===== config.mk =====
export PLATFORM = sky130hd
export DESIGN_NAME = ma_stage_flat
export DESIGN_NICKNAME = d
export VERILOG_FILES = /design/src/rtl/ma_stage_pkg.sv /design/src/rtl/ma_stage_if.sv /design/src/rtl/ma_lane_align.sv /design/src/rtl/ma_stage.sv /design/src/flat_wrapper.sv
export SDC_FILE = /design/constraint.sdc
export NUM_CORES = 1
export LEC_CHECK = 0
export CAP_MARGIN = 40
export CORE_ASPECT_RATIO = 1.75
export CORE_MARGIN = 4
export CORE_UTILIZATION = 45
export CTS_BUF_LIST = sky130_fd_sc_hd__clkbuf_8
export DETAILED_ROUTE_END_ITERATION = 12
export PLACE_DENSITY_LB_ADDON = 0.1
export SLEW_MARGIN = 20
export SYNTH_ARGS = -nofsm -noshare
export SYNTH_HDL_FRONTEND = slang
export SYNTH_SLANG_ARGS = --single-unit

===== constraint.sdc =====
create_clock -name clk -period 10.7 [get_ports clk]
set_input_delay 1.07 -clock clk [delete_from_list [all_inputs] [get_ports clk]]
set_output_delay 1.07 -clock clk [all_outputs]
set_load 0.05 [all_outputs]

===== src/rtl/ma_stage_pkg.sv =====
//==============================================================================
// Module   : ma_stage_pkg
// Brief    : Load/store size codes, FSM encoding and bus command type for MA.
// Revision : 1.0
//==============================================================================
`default_nettype none

package ma_stage_pkg;

    localparam logic [2:0] LDST_B  = 3'b000;
    localparam logic [2:0] LDST_H  = 3'b001;
    localparam logic [2:0] LDST_W  = 3'b010;
    localparam logic [2:0] LDST_BU = 3'b100;
    localparam logic [2:0] LDST_HU = 3'b101;

    typedef enum logic [1:0] {
        ST_IDLE = 2'b00,
        ST_BUSY = 2'b01,
        ST_HOLD = 2'b10,
        ST_DROP = 2'b11
    } ma_state_e;

    typedef struct packed {
        logic        we;
        logic [29:0] adr;
        logic [3:0]  be;
        logic [31:0] wdata;
    } dmem_cmd_t;

endpackage

`default_nettype wire


===== src/rtl/ma_stage_if.sv =====
//==============================================================================
// Module   : ma_stage_if
// Brief    : Request/acknowledge data-memory bus between MA and memory.
// Revision : 1.0
//==============================================================================
`default_nettype none

interface ma_stage_if;
    logic        req;
    logic        we;
    logic [29:0] adr;
    logic [3:0]  be;
    logic [31:0] wdata;
    logic        ack;
    logic [31:0] rdata;

    modport master (output req, we, adr, be, wdata, input ack, rdata);
    modport slave  (input req, we, adr, be, wdata, output ack, rdata);
endinterface

`default_nettype wire


===== src/rtl/ma_lane_align.sv =====
//==============================================================================
// Module   : ma_lane_align
// Brief    : Byte-lane enables, store replication, load extension, fault flag.
// Revision : 1.0
//==============================================================================
`default_nettype none

module ma_lane_align
    import ma_stage_pkg::*;
(
    input  logic [2:0]  code_i,
    input  logic [1:0]  adr_i,
    input  logic [31:0] st_data_i,
    input  logic [31:0] rdata_i,
    output logic [3:0]  be_o,
    output logic [31:0] wdata_o,
    output logic [31:0] ld_data_o,
    output logic        fault_o
);

    logic [7:0]  byte_sel;
    logic [15:0] half_sel;

    assign byte_sel = rdata_i[{adr_i, 3'b000} +: 8];
    assign half_sel = adr_i[1] ? rdata_i[31:16] : rdata_i[15:0];

    // code_i[2] distinguishes the unsigned variants
    always_comb begin
        be_o      = 4'b0000;
        wdata_o   = st_data_i;
        ld_data_o = rdata_i;
        fault_o   = 1'b0;
        case (code_i)
            LDST_B, LDST_BU: begin
                be_o      = 4'b0001 << adr_i;
                wdata_o   = {4{st_data_i[7:0]}};
                ld_data_o = {{24{byte_sel[7] & ~code_i[2]}}, byte_sel};
            end
            LDST_H, LDST_HU: begin
                fault_o   = adr_i[0];
                be_o      = adr_i[1] ? 4'b1100 : 4'b0011;
                wdata_o   = {2{st_data_i[15:0]}};
                ld_data_o = {{16{half_sel[15] & ~code_i[2]}}, half_sel};
            end
            LDST_W: begin
                fault_o = |adr_i;
                be_o    = 4'b1111;
            end
            default: fault_o = 1'b1;
        endcase
    end

endmodule

`default_nettype wire


===== src/rtl/ma_stage.sv =====
//==============================================================================
// Module   : ma_stage
// Brief    : RV32I memory-access stage: req/ack data bus, WB and WB2 registers.
// Revision : 1.0
//==============================================================================
`default_nettype none

module ma_stage
    import ma_stage_pkg::*;
(
    input  logic              clk,
    input  logic              rst,
    input  logic              cmd_ld_ma,
    input  logic              cmd_st_ma,
    input  logic [4:0]        rd_adr_ma,
    input  logic [31:0]       rd_data_ma,
    input  logic              wbk_rd_reg_ma,
    input  logic [31:0]       st_data_ma,
    input  logic [2:0]        ldst_code_ma,
    input  logic              stall,
    input  logic              rst_pipe,
    ma_stage_if.master        dmem,
    output logic              ma_stall,
    output logic              ma_fault,
    output logic [4:0]        rd_adr_wb,
    output logic              wbk_rd_reg_wb,
    output logic [31:0]       wbk_data_wb,
    output logic [4:0]        rd_adr_wb2,
    output logic              wbk_rd_reg_wb2,
    output logic [31:0]       wbk_data_wb2
);

    ma_state_e   state_q, state_d;
    dmem_cmd_t   cmd_q, cmd_live, cmd_bus;
    logic [31:0] hold_q;
    logic        hold_load;
    logic        access, fault, issue, advance, capture;
    logic        align_fault;
    logic [3:0]  align_be;
    logic [31:0] align_wdata, ld_data;
    logic [31:0] wb_data_d;
    logic        wb_en_d;
    logic        fault_q;
    logic [4:0]  rd_adr_wb_q, rd_adr_wb2_q;
    logic        wbk_wb_q, wbk_wb2_q;
    logic [31:0] data_wb_q, data_wb2_q;

    ma_lane_align u_align (
        .code_i    (ldst_code_ma),
        .adr_i     (rd_data_ma[1:0]),
        .st_data_i (st_data_ma),
        .rdata_i   (dmem.rdata),
        .be_o      (align_be),
        .wdata_o   (align_wdata),
        .ld_data_o (ld_data),
        .fault_o   (align_fault)
    );

    assign access  = cmd_ld_ma | cmd_st_ma;
    assign fault   = access & align_fault;
    assign issue   = access & ~fault & ~rst_pipe;
    assign capture = (state_q == ST_IDLE) & issue & ~dmem.ack;

    assign cmd_live = '{we: cmd_st_ma, adr: rd_data_ma[31:2], be: align_be, wdata: align_wdata};
    // Once an access is outstanding the bus replays the captured command, so a
    // flush of the upstream registers cannot disturb it.
    assign cmd_bus  = (state_q == ST_IDLE) ? cmd_live : cmd_q;

    assign dmem.req   = ~rst & (((state_q == ST_IDLE) & issue) |
                                (state_q == ST_BUSY) | (state_q == ST_DROP));
    assign dmem.we    = dmem.req & cmd_bus.we;
    assign dmem.be    = dmem.req ? cmd_bus.be : 4'b0000;
    assign dmem.adr   = cmd_bus.adr;
    assign dmem.wdata = cmd_bus.wdata;

    assign ma_stall = dmem.req & ~dmem.ack;
    assign advance  = ~stall & ~ma_stall;

    always_ff @(posedge clk or posedge rst) begin
        if (rst) state_q <= ST_IDLE;
        else     state_q <= state_d;
    end

    always_comb begin
        state_d   = state_q;
        hold_load = 1'b0;
        case (state_q)
            ST_IDLE: begin
                if (issue) begin
                    if (!dmem.ack)   state_d = ST_BUSY;
                    else if (stall) begin
                        state_d   = ST_HOLD;
                        hold_load = 1'b1;
                    end
                end
            end
            ST_BUSY: begin
                if (dmem.ack) begin
                    if (rst_pipe)   state_d = ST_IDLE;
                    else if (stall) begin
                        state_d   = ST_HOLD;
                        hold_load = 1'b1;
                    end else        state_d = ST_IDLE;
                end else if (rst_pipe) begin
                    state_d = ST_DROP;
                end
            end
            ST_HOLD: if (rst_pipe || !stall) state_d = ST_IDLE;
            ST_DROP: if (dmem.ack) state_d = ST_IDLE;
            default: state_d = ST_IDLE;
        endcase
    end

    always_comb begin
        wb_data_d = rd_data_ma;
        wb_en_d   = wbk_rd_reg_ma & ~fault;
        if (state_q == ST_HOLD)
            wb_data_d = hold_q;
        else if (cmd_ld_ma && !fault && dmem.ack &&
                 (state_q == ST_IDLE || state_q == ST_BUSY))
            wb_data_d = ld_data;
        // An access seen during DROP was never issued; it must not retire.
        if (state_q == ST_DROP && access)
            wb_en_d = 1'b0;
    end

    always_ff @(posedge clk or posedge rst) begin
        if (rst) begin
            cmd_q        <= '0;
            hold_q       <= '0;
            fault_q      <= 1'b0;
            rd_adr_wb_q  <= '0;
            wbk_wb_q     <= 1'b0;
            data_wb_q    <= '0;
            rd_adr_wb2_q <= '0;
            wbk_wb2_q    <= 1'b0;
            data_wb2_q   <= '0;
        end else begin
            if (capture)   cmd_q  <= cmd_live;
            if (hold_load) hold_q <= ld_data;
            fault_q <= fault & ~rst_pipe & ~stall;
            if (rst_pipe) begin
                rd_adr_wb_q  <= '0;
                wbk_wb_q     <= 1'b0;
                data_wb_q    <= '0;
                rd_adr_wb2_q <= '0;
                wbk_wb2_q    <= 1'b0;
                data_wb2_q   <= '0;
            end else if (advance) begin
                rd_adr_wb_q  <= rd_adr_ma;
                wbk_wb_q     <= wb_en_d;
                data_wb_q    <= wb_data_d;
                rd_adr_wb2_q <= rd_adr_wb_q;
                wbk_wb2_q    <= wbk_wb_q;
                data_wb2_q   <= data_wb_q;
            end
        end
    end

    assign ma_fault       = fault_q;
    assign rd_adr_wb      = rd_adr_wb_q;
    assign wbk_rd_reg_wb  = wbk_wb_q;
    assign wbk_data_wb    = data_wb_q;
    assign rd_adr_wb2     = rd_adr_wb2_q;
    assign wbk_rd_reg_wb2 = wbk_wb2_q;
    assign wbk_data_wb2   = data_wb2_q;

endmodule

`default_nettype wire


===== src/flat_wrapper.sv =====
// flat-port wrapper written by rule: the top's interface ports become plain ports
module ma_stage_flat import ma_stage_pkg::*;
  (clk, rst, cmd_ld_ma, cmd_st_ma, rd_adr_ma, rd_data_ma, wbk_rd_reg_ma, st_data_ma, ldst_code_ma, stall, rst_pipe, ma_stall, ma_fault, rd_adr_wb, wbk_rd_reg_wb, wbk_data_wb, rd_adr_wb2, wbk_rd_reg_wb2, wbk_data_wb2, dmem_req, dmem_we, dmem_adr, dmem_be, dmem_wdata, dmem_ack, dmem_rdata);
  ma_stage_if dmem_i ();
  input  logic clk;
  input  logic rst;
  input  logic cmd_ld_ma;
  input  logic cmd_st_ma;
  input  logic [4:0] rd_adr_ma;
  input  logic [31:0] rd_data_ma;
  input  logic wbk_rd_reg_ma;
  input  logic [31:0] st_data_ma;
  input  logic [2:0] ldst_code_ma;
  input  logic stall;
  input  logic rst_pipe;
  output logic ma_stall;
  output logic ma_fault;
  output logic [4:0] rd_adr_wb;
  output logic wbk_rd_reg_wb;
  output logic [31:0] wbk_data_wb;
  output logic [4:0] rd_adr_wb2;
  output logic wbk_rd_reg_wb2;
  output logic [31:0] wbk_data_wb2;
  output wire logic [$bits(dmem_i.req)-1:0] dmem_req;
  output wire logic [$bits(dmem_i.we)-1:0] dmem_we;
  output wire logic [$bits(dmem_i.adr)-1:0] dmem_adr;
  output wire logic [$bits(dmem_i.be)-1:0] dmem_be;
  output wire logic [$bits(dmem_i.wdata)-1:0] dmem_wdata;
  input wire logic [$bits(dmem_i.ack)-1:0] dmem_ack;
  input wire logic [$bits(dmem_i.rdata)-1:0] dmem_rdata;
  assign dmem_req = dmem_i.req;
  assign dmem_we = dmem_i.we;
  assign dmem_adr = dmem_i.adr;
  assign dmem_be = dmem_i.be;
  assign dmem_wdata = dmem_i.wdata;
  assign dmem_i.ack = dmem_ack;
  assign dmem_i.rdata = dmem_rdata;
  ma_stage u_core (.clk(clk), .rst(rst), .cmd_ld_ma(cmd_ld_ma), .cmd_st_ma(cmd_st_ma), .rd_adr_ma(rd_adr_ma), .rd_data_ma(rd_data_ma), .wbk_rd_reg_ma(wbk_rd_reg_ma), .st_data_ma(st_data_ma), .ldst_code_ma(ldst_code_ma), .stall(stall), .rst_pipe(rst_pipe), .dmem(dmem_i), .ma_stall(ma_stall), .ma_fault(ma_fault), .rd_adr_wb(rd_adr_wb), .wbk_rd_reg_wb(wbk_rd_reg_wb), .wbk_data_wb(wbk_data_wb), .rd_adr_wb2(rd_adr_wb2), .wbk_rd_reg_wb2(wbk_rd_reg_wb2), .wbk_data_wb2(wbk_data_wb2));
endmodule

==> run summary, run 1 <==
worst path required time = 9.63 ns
DRC viols = 0
largest net degree at the start of global routing = 113
r2r endpoint = u_core.cmd_q[55]
final hold violations = 0
compound-cell area share of the yosys netlist = 21.8%
launch point of the worst hold path = u_core.hold_q[30]
Syn Nets = 1015
mux share of post-synthesis cell area = 9.84%
CP Capture Type = output pin
max-slew violations = 0
Via density = 5.60
worst skew pair latency = 0.47 ns
PortBufs = 257
Startpoint Class = input pin
slowest stage delay, CP = 0.87 ns
r2r startpoint = u_core.state_q[0]
gp weighted congestion = 0.856
most common cell in the netlist = nand2_1
Vias = 7697
Slew HR = 47.5%
cts repair resizes = 0
row cnt = 67
WHS = 0.477 ns
clk buf depth = 2
Syn Inst Count = 903
RSZ-0062 raised after global routing = no
placed cell count = 1337
H-tree levels = 4
Worst-Margin Slew = 0.787 ns
Post-Synth Simple-Gate Area = 13.6%
DIE HEIGHT = 193 um
Synth top cells by count = nand2_1, dfrtp_1, o21ai_0
critical path's most frequent cell = clkdlybuf4s50_1
Ports = 258
synth unique cells = 45
register area share after synthesis = 50.6%
Peak VDD IR = 0.000113 V
Worst Hold End = u_core.hold_q[30]
drt first pass iters = 5
chip width = 114 um
Power Dens Cells = 170 mW/mm^2
routed len/inst = 20.3 um
Synth Area in XOR/XNOR = 0%
Top FF cell, synth = dfrtp_1
ys async rst share = 100%
DIE AREA = 0.0220 mm^2
Setup TNS Final = 0 ns
number of flops mapped to enable cells by yosys = 0
Max Freq = 0.176 GHz
top-area cell type share of the netlist area = 50.6%
Finish-stage setup viols = 0
core region area = 0.0192 mm^2
clock sink count = 178
Worst Hold Depth = 2
clk root buf = clkbuf_8
post-synthesis cell area = 0.00881 mm^2
crit-path max FO = 16
Initial Util = 45.9%
share of layout cells above drive strength 1 = 11.8%
grt total ovfl = 0
hold buffers post-CTS = 0
clk slew on worst S/H paths = 0.09 ns
minimum clock period = 5.67 ns
first-pass GRT wire length = 43200 um
fraction of the mapped netlist area in adder cells = 0%
largest family of logic cells by synthesized area = compound AO/OA/AOI/OAI gates
vias in the first global route = 7644
Avg Synthesized Cell Area = 9.76 um^2
CP Cell Sequence = clkdlybuf4s50_1 -> or4_1 -> a2111oi_4 -> o21ai_1 -> a211oi_1 -> clkdlybuf4s50_1
Max Cap Viol = 0
R2R Setup Slk = 8.08 ns
FILL cells = 1662
DRT iter0 DRCs = 458
final wirelength = 27900 um
status = finished, final reports clean
Hold Path Class = flip-flop to flip-flop
area added between synthesis and finish = 36.9%
Setup Fix Bufs, Post-CTS = 0
crit share post-route = 53.0%
Lkg Pwr = 0.00530 uW
Overall Power = 2050 uW
R2R depth = 5
GRT Overall Usage = 25.4%
WP data arrival = 4.60 ns
clock skew = 0.0112 ns
Seq cells post-synth = 178
final std cells w/o fill = 1375
WS Path Type = input pin to output pin
yosys warns = 0
# nets final = 1231
hpwl dp = 20100 um
area leader, netlist = dfrtp_1
Post-DRT Antenna Nets = 0
critical path launch point = rd_data_ma[1]
CTS tree = done
highest-delay cell along the critical path = clkdlybuf4s50_1
CTS buffer count = 17
synth top area cells = dfrtp_1, nand2_1, o21ai_0
antenna violations before repair = 3
## power breakdown
part           internal, uW  switching [uW]
Combinational           283             441
Sequential              802            72.8
Clock                   208             242
## worst max-delay path: cells and delay by family
kind                   cells  cell delay (ns)
AOI/OAI and AO/OA          3             1.07
buffers and inverters      2             1.63
and+or+nand+nor            1             0.82
## stage by stage
stage | util [%] | worst slack, ns | area [um^2]
after CTS | 62.3 | 4.86 | 12000
final | 62.8 | 5.03 | 12100
after floorplan | - | 2.62 | 8810
after detailed placement | 60.3 | 4.88 | 11600
after global routing | 62.8 | 4.80 | 12100
after global placement | 59.5 | 5.00 | 11400
## layout by cell type (no fill, tap or decap), drive strengths merged, types with 18 or more instances in the layout
cell type	instances
o21ai	127
clkdlybuf4s50	256
dfrtp	178
clkbuf	18
buf	18
nand2	208
a21oi	37
a22o	44
nor2	25
mux2i	24
a32o	25
mux2	49
or2	26
## registers in the layout, summed over array words and instances (netlist names)
register and cells:
u_core.cmd_q 67, u_core.wbk_rd_reg_wb 1, u_core.wbk_rd_reg_wb2 1, u_core.hold_q 32
u_core.wbk_data_wb2 32, u_core.state_q 2, u_core.wbk_data_wb 32, u_core.rd_adr_wb 5
u_core.ma_fault 1, u_core.rd_adr_wb2 5
## routing by layer
layer | vias up | share of wire (%) | track usage, % | routed length, um
met1 | 3762 | 40 | 31.4 | 11300
li1 | 3642 | - | - | -
met4 | 0 | 2.1 | 8.41 | 585
met3 | 33 | 6.7 | 7.28 | 1870
met2 | 260 | 51 | 42.7 | 14100
met5 | - | 0 | 0 | 0
## how the worst max path moves through the flow
stage	to	slack [ns]
CTS	dmem_be[0]	4.86
floorplan	dmem_be[0]	2.62
global route	dmem_be[0]	4.80
finish	dmem_be[0]	5.03
detailed placement	dmem_be[0]	4.88
global placement	dmem_be[2]	5.00
## cell families after synthesis
| family | Yosys count |
|---|---|
| simple gates | 286 |
| compound gates | 282 |
| mux | 74 |
| buf+inv | 83 |
| flops | 178 |
## final cells by class
cell class / instances / area (um^2) / share of cell area [%]
clock buffers: 18 / 248 / 2.05
well taps: 241 / 302 / 2.50
diodes: 3 / 7.51 / 0.0623
clock inverters: 13 / 123 / 1.02
multi-input cells: 642 / 4030 / 33.4
repair buffers: 274 / 2860 / 23.7
inverters: 6 / 30.0 / 0.249
flip-flops and latches: 178 / 4450 / 36.9
Note: power is estimated with default switching activity, not from simulation.
==> inputs of run 2 (changes only) <==
- clock period: 10.7 -> 4.7 ns (I/O delays scaled with it)
==> run 2 against run 1 <==
  * Register-to-register slack got worse by 6.2 ns
  * Non-clock buffer count fell by 2
  * Via count barely moved
  * Die area did not move
  * Clock skew fell by 0.0011 ns
  * Global-route usage fell by 0.29 points
  * Hold slack barely moved
  * Core utilization fell by 0.59 points
  * Largest cell class unchanged
==> run summary, run 2 (synthesis gave the netlist of run 1 again) <==
status = finished, final reports clean
crit share post-route = 81.3%
H-tree levels = 4
critical path's most frequent cell = clkdlybuf4s50_1
highest-delay cell along the critical path = clkdlybuf4s50_1
slowest stage delay, CP = 0.81 ns
most frequent cells in the layout = clkdlybuf4s50_1, nand2_1, dfrtp_1, o21ai_0, a22o_1
minimum clock period = 3.82 ns
CTS tree = done
share of layout cells above drive strength 1 = 12.3%
Power Dens Cells = 392 mW/mm^2
clk buf depth = 2
worst skew pair latency = 0.47 ns
DRC viols = 0
DIE AREA = 0.0220 mm^2
max-slew violations = 0
WP data arrival = 3.35 ns
hpwl dp = 19800 um
worst setup margin = 0.879 ns
Max Cap Viol = 0
Slew HR = 35.7%
CP Cell Sequence = clkdlybuf4s50_1 -> or4_1 -> a2111oi_4 -> o21ai_1 -> inv_1 -> clkdlybuf4s50_1
chip width = 114 um
CTS buffer count = 17
Worst-Margin Slew = 0.964 ns
drt first pass iters = 5
DIE HEIGHT = 193 um
hold buffers post-CTS = 0
number of flip-flops in the largest register = 67
routed len/inst = 20.0 um
first-pass GRT wire length = 42900 um
Via density = 5.60
crit-path max FO = 7
row cnt = 67
final hold violations = 0
GRT Overall Usage = 25.1%
Peak VDD IR = 0.000225 V
Setup Fix Bufs, Post-CTS = 0
grt total ovfl = 0
vias in the first global route = 7578
# nets final = 1229
core region area = 0.0192 mm^2
gp weighted congestion = 0.847
cts repair resizes = 0
clock sink count = 178
antenna violations before repair = 4
dpl ws = 0.889 ns
Top delay family on crit path = buffers and inverters
Finish-stage setup viols = 0
clk root buf = clkbuf_8
sum of buffers and inverters on the critical path = 3
Post-DRT Antenna Nets = 0
Startpoint Class = input pin
Ports = 258
final wirelength = 27500 um
area added between synthesis and finish = 35.6%
largest net degree at the start of global routing = 179
Lkg Pwr = 0.00525 uW
RSZ-0062 raised after global routing = no
most common cell after layout, fill and taps aside = clkdlybuf4s50_1
clock skew = 0.0101 ns
Biggest register = u_core.cmd_q
Hold Path Class = flip-flop to flip-flop
PortBufs = 257
CP Capture Type = output pin
Initial Util = 45.9%
WS Path Type = input pin to output pin
Max Freq = 0.262 GHz
worst path required time = 4.23 ns
Vias = 7691
DRT iter0 DRCs = 482
clk slew on worst S/H paths = 0.09 ns
Setup TNS Final = 0 ns
## run 2: final timing paths
kind | cells after the start | slack, ns | from | end
min reg2reg | 2 | 0.48 | u_core.hold_q[6] | u_core.hold_q[6]
max | 6 | 0.88 | rd_data_ma[0] | dmem_req
max reg2reg | 4 | 1.93 | u_core.state_q[0] | u_core.cmd_q[0]
min in group asynchronous | 3 | 0.70 | rst | u_core.cmd_q[36]
max in group asynchronous | 3 | 3.29 | rst | u_core.cmd_q[20]
min | 2 | 0.48 | u_core.hold_q[6] | u_core.hold_q[6]
## run 2: worst min-delay path: stages (launching register included)
cell and delay [ns]:
dfrtp_1 0.35, nand2_1 0.04, o21ai_0 0.06
## run 2: through the flow
stage,power (uW),std cells,hold WS [ns],util [%],cell area [um^2]
floorplan,3090,903,0.441,-,8810
global placement,3620,1336,0.453,59.9,11500
detailed placement,3650,1338,0.462,60.1,11500
CTS,4720,1369,0.483,62.1,11900
global route,4920,1372,0.490,62.2,11900
finish,4680,1373,0.477,62.2,11900
## run 2: layer usage
metal	global-route usage (%)	share of wire, %
met2	41.2	50
met3	6.53	6.5
met1	32.1	41
met5	0	0.098
met4	8.96	2.6
## run 2: area by class of cell
| type | count | area [um^2] |
|---|---|---|
| diodes | 3 | 7.51 |
| repair buffers | 272 | 2730 |
| clock inverters | 12 | 131 |
| fillers | 1664 | 7250 |
| flip-flops and latches | 178 | 4450 |
| well taps | 241 | 302 |
| inverters | 6 | 26.3 |
| clock buffers | 19 | 262 |
| multi-input cells | 642 | 4030 |
## run 2: power breakdown
group / internal (uW) / switching, uW
sequential: 1830 / 169
combinational: 626 / 994
clock: 498 / 564
total: 2950 / 1730
==> inputs of run 3 (changes only) <==
- clock period: 4.7 -> 3.8 ns (I/O delays scaled with it)
==> run 3 against run 2 <==
  * Die area unchanged
  * Sequential power grew 23%
  * Hold slack worse by 0.0018 ns
  * Power up 23%
  * Clock power is 14% higher
  * Wire length is 0.78% higher
  * Clock-buffer cell count shrank 1
  * Setup slack got worse by 0.51 ns
  * Design area up 1.3%
  * Core utilization increased by 0.80 points
  * Critical path depth fell by 1
  * Global-route usage up 0.22 points
==> run summary, run 3 (synthesis gave the netlist of run 1 again) <==
status = finished, final reports clean
hpwl dp = 20100 um
Peak VDD IR = 0.000287 V
multi-input logic area = 0.00403 mm^2
R2R depth = 4
placed cell count = 1343
Hold Path Class = flip-flop to flip-flop
WP data arrival = 3.05 ns
worst path required time = 3.42 ns
Slew HR = 31.1%
Max Cap Viol = 0
worst setup margin = 0.372 ns
Power Dens Cells = 475 mW/mm^2
CP Capture Type = output pin
final std cells w/o fill = 1375
crit-path max FO = 59
CTS buffer count = 17
hold buffers post-CTS = 0
r2r startpoint = u_core.state_q[0]
Vias = 7757
final hold violations = 0
chip width = 114 um
dpl ws = 0.421 ns
Sequential cell area = 0.00445 mm^2
R2R Setup Slk = 1.22 ns
Post-DRT Antenna Nets = 0
Finish-stage setup viols = 0
Initial Util = 45.9%
Via density = 5.64
DRC viols = 0
critical path launch point = u_core.state_q[0]
routed len/inst = 20.1 um
Max Freq = 0.292 GHz
H-tree levels = 4
clk buf depth = 2
Setup Fix Bufs, Post-CTS = 0
vias in the first global route = 7679
Worst Setup EP = dmem_wdata[20]
WHS = 0.475 ns
PortBufs = 257
DIE HEIGHT = 193 um
first-pass GRT wire length = 43200 um
DIE AREA = 0.0220 mm^2
most common cell after layout, fill and taps aside = clkdlybuf4s50_1
number of flip-flops in the largest register = 67
gp weighted congestion = 0.816
minimum clock period = 3.43 ns
core region area = 0.0192 mm^2
worst skew pair latency = 0.47 ns
Ports = 258
Lkg Pwr = 0.00533 uW
share of layout cells above drive strength 1 = 13.3%
GRT Overall Usage = 25.3%
clock sink count = 178
grt total ovfl = 0
Startpoint Class = flip-flop
drt first pass iters = 5
FILL cells = 1642
clock skew = 0.00830 ns
cts repair resizes = 0
# nets final = 1233
area added between synthesis and finish = 37.3%
CTS tree = done
most frequent cells in the layout = clkdlybuf4s50_1, nand2_1, dfrtp_1, o21ai_0, a22o_1
antenna violations before repair = 4
final wirelength = 27700 um
Overall Power = 5740 uW
largest net degree at the start of global routing = 179
Biggest register = u_core.cmd_q
crit share post-route = 90.2%
clk root buf = clkbuf_8
row cnt = 67
WS Path Type = flip-flop to output pin
RSZ-0062 raised after global routing = no
r2r endpoint = u_core.cmd_q[57]
DRT iter0 DRCs = 485
clk slew on worst S/H paths = 0.09 ns
max-slew violations = 0
Worst-Margin Slew = 1.03 ns
==> run 3: worst min-delay path by stage <==
stage / from / end / slack [ns] / cells past startpoint
floorplan: u_core.hold_q[7] / u_core.hold_q[7] / 0.44 / 2
global placement: u_core.hold_q[7] / u_core.hold_q[7] / 0.45 / 2
detailed placement: u_core.hold_q[18] / u_core.hold_q[18] / 0.46 / 2
CTS: u_core.hold_q[5] / u_core.hold_q[5] / 0.48 / 2
global route: u_core.hold_q[18] / u_core.hold_q[18] / 0.51 / 2
finish: u_core.hold_q[5] / u_core.hold_q[5] / 0.47 / 2
==> run 3: per-layer routing <==
layer	share of wire, %	GRT usage, %	vias to the layer above
met5	0.098	0	-
met3	7.3	7.15	50
met4	3.0	9.51	4
li1	-	-	3655
met1	40	31.7	3765
met2	50	41.7	283
==> run 3: power breakdown <==
| part | leakage, uW | switching [uW] | internal [uW] |
|---|---|---|---|
| clock network | 0.000180 | 686 | 519 |
| registers | 0.00231 | 206 | 2260 |
| logic | 0.00284 | 1250 | 822 |
| total | 0.00533 | 2140 | 3600 |
==> run 3: cell type report <==
type | instances | share of cell area, %
clock buffers | 18 | 2.05
clock inverters | 12 | 0.797
inverters | 6 | 0.217
diodes | 2 | 0.0414
flip-flops and latches | 178 | 36.8
well taps | 241 | 2.49
multi-input cells | 642 | 33.3
repair buffers | 276 | 24.3
==> run 3: through the flow <==
step	setup TNS, ns	area (um^2)	utilization [%]
final	0	12100	63.0
after global routing	0	12100	63.0
after CTS	0	12100	63.0
after detailed placement	0	11700	61.2
after global placement	0	11700	61.0
after floorplan	-4.23	8810	-
==> run 3: critical path, stage by stage, from the launching register on <==
cell,delay (ns)
dfrtp_1,0.64
or2_2,0.57
buf_12,0.32
nand2_1,0.09
o21ai_0,0.09
clkdlybuf4s50_1,0.84
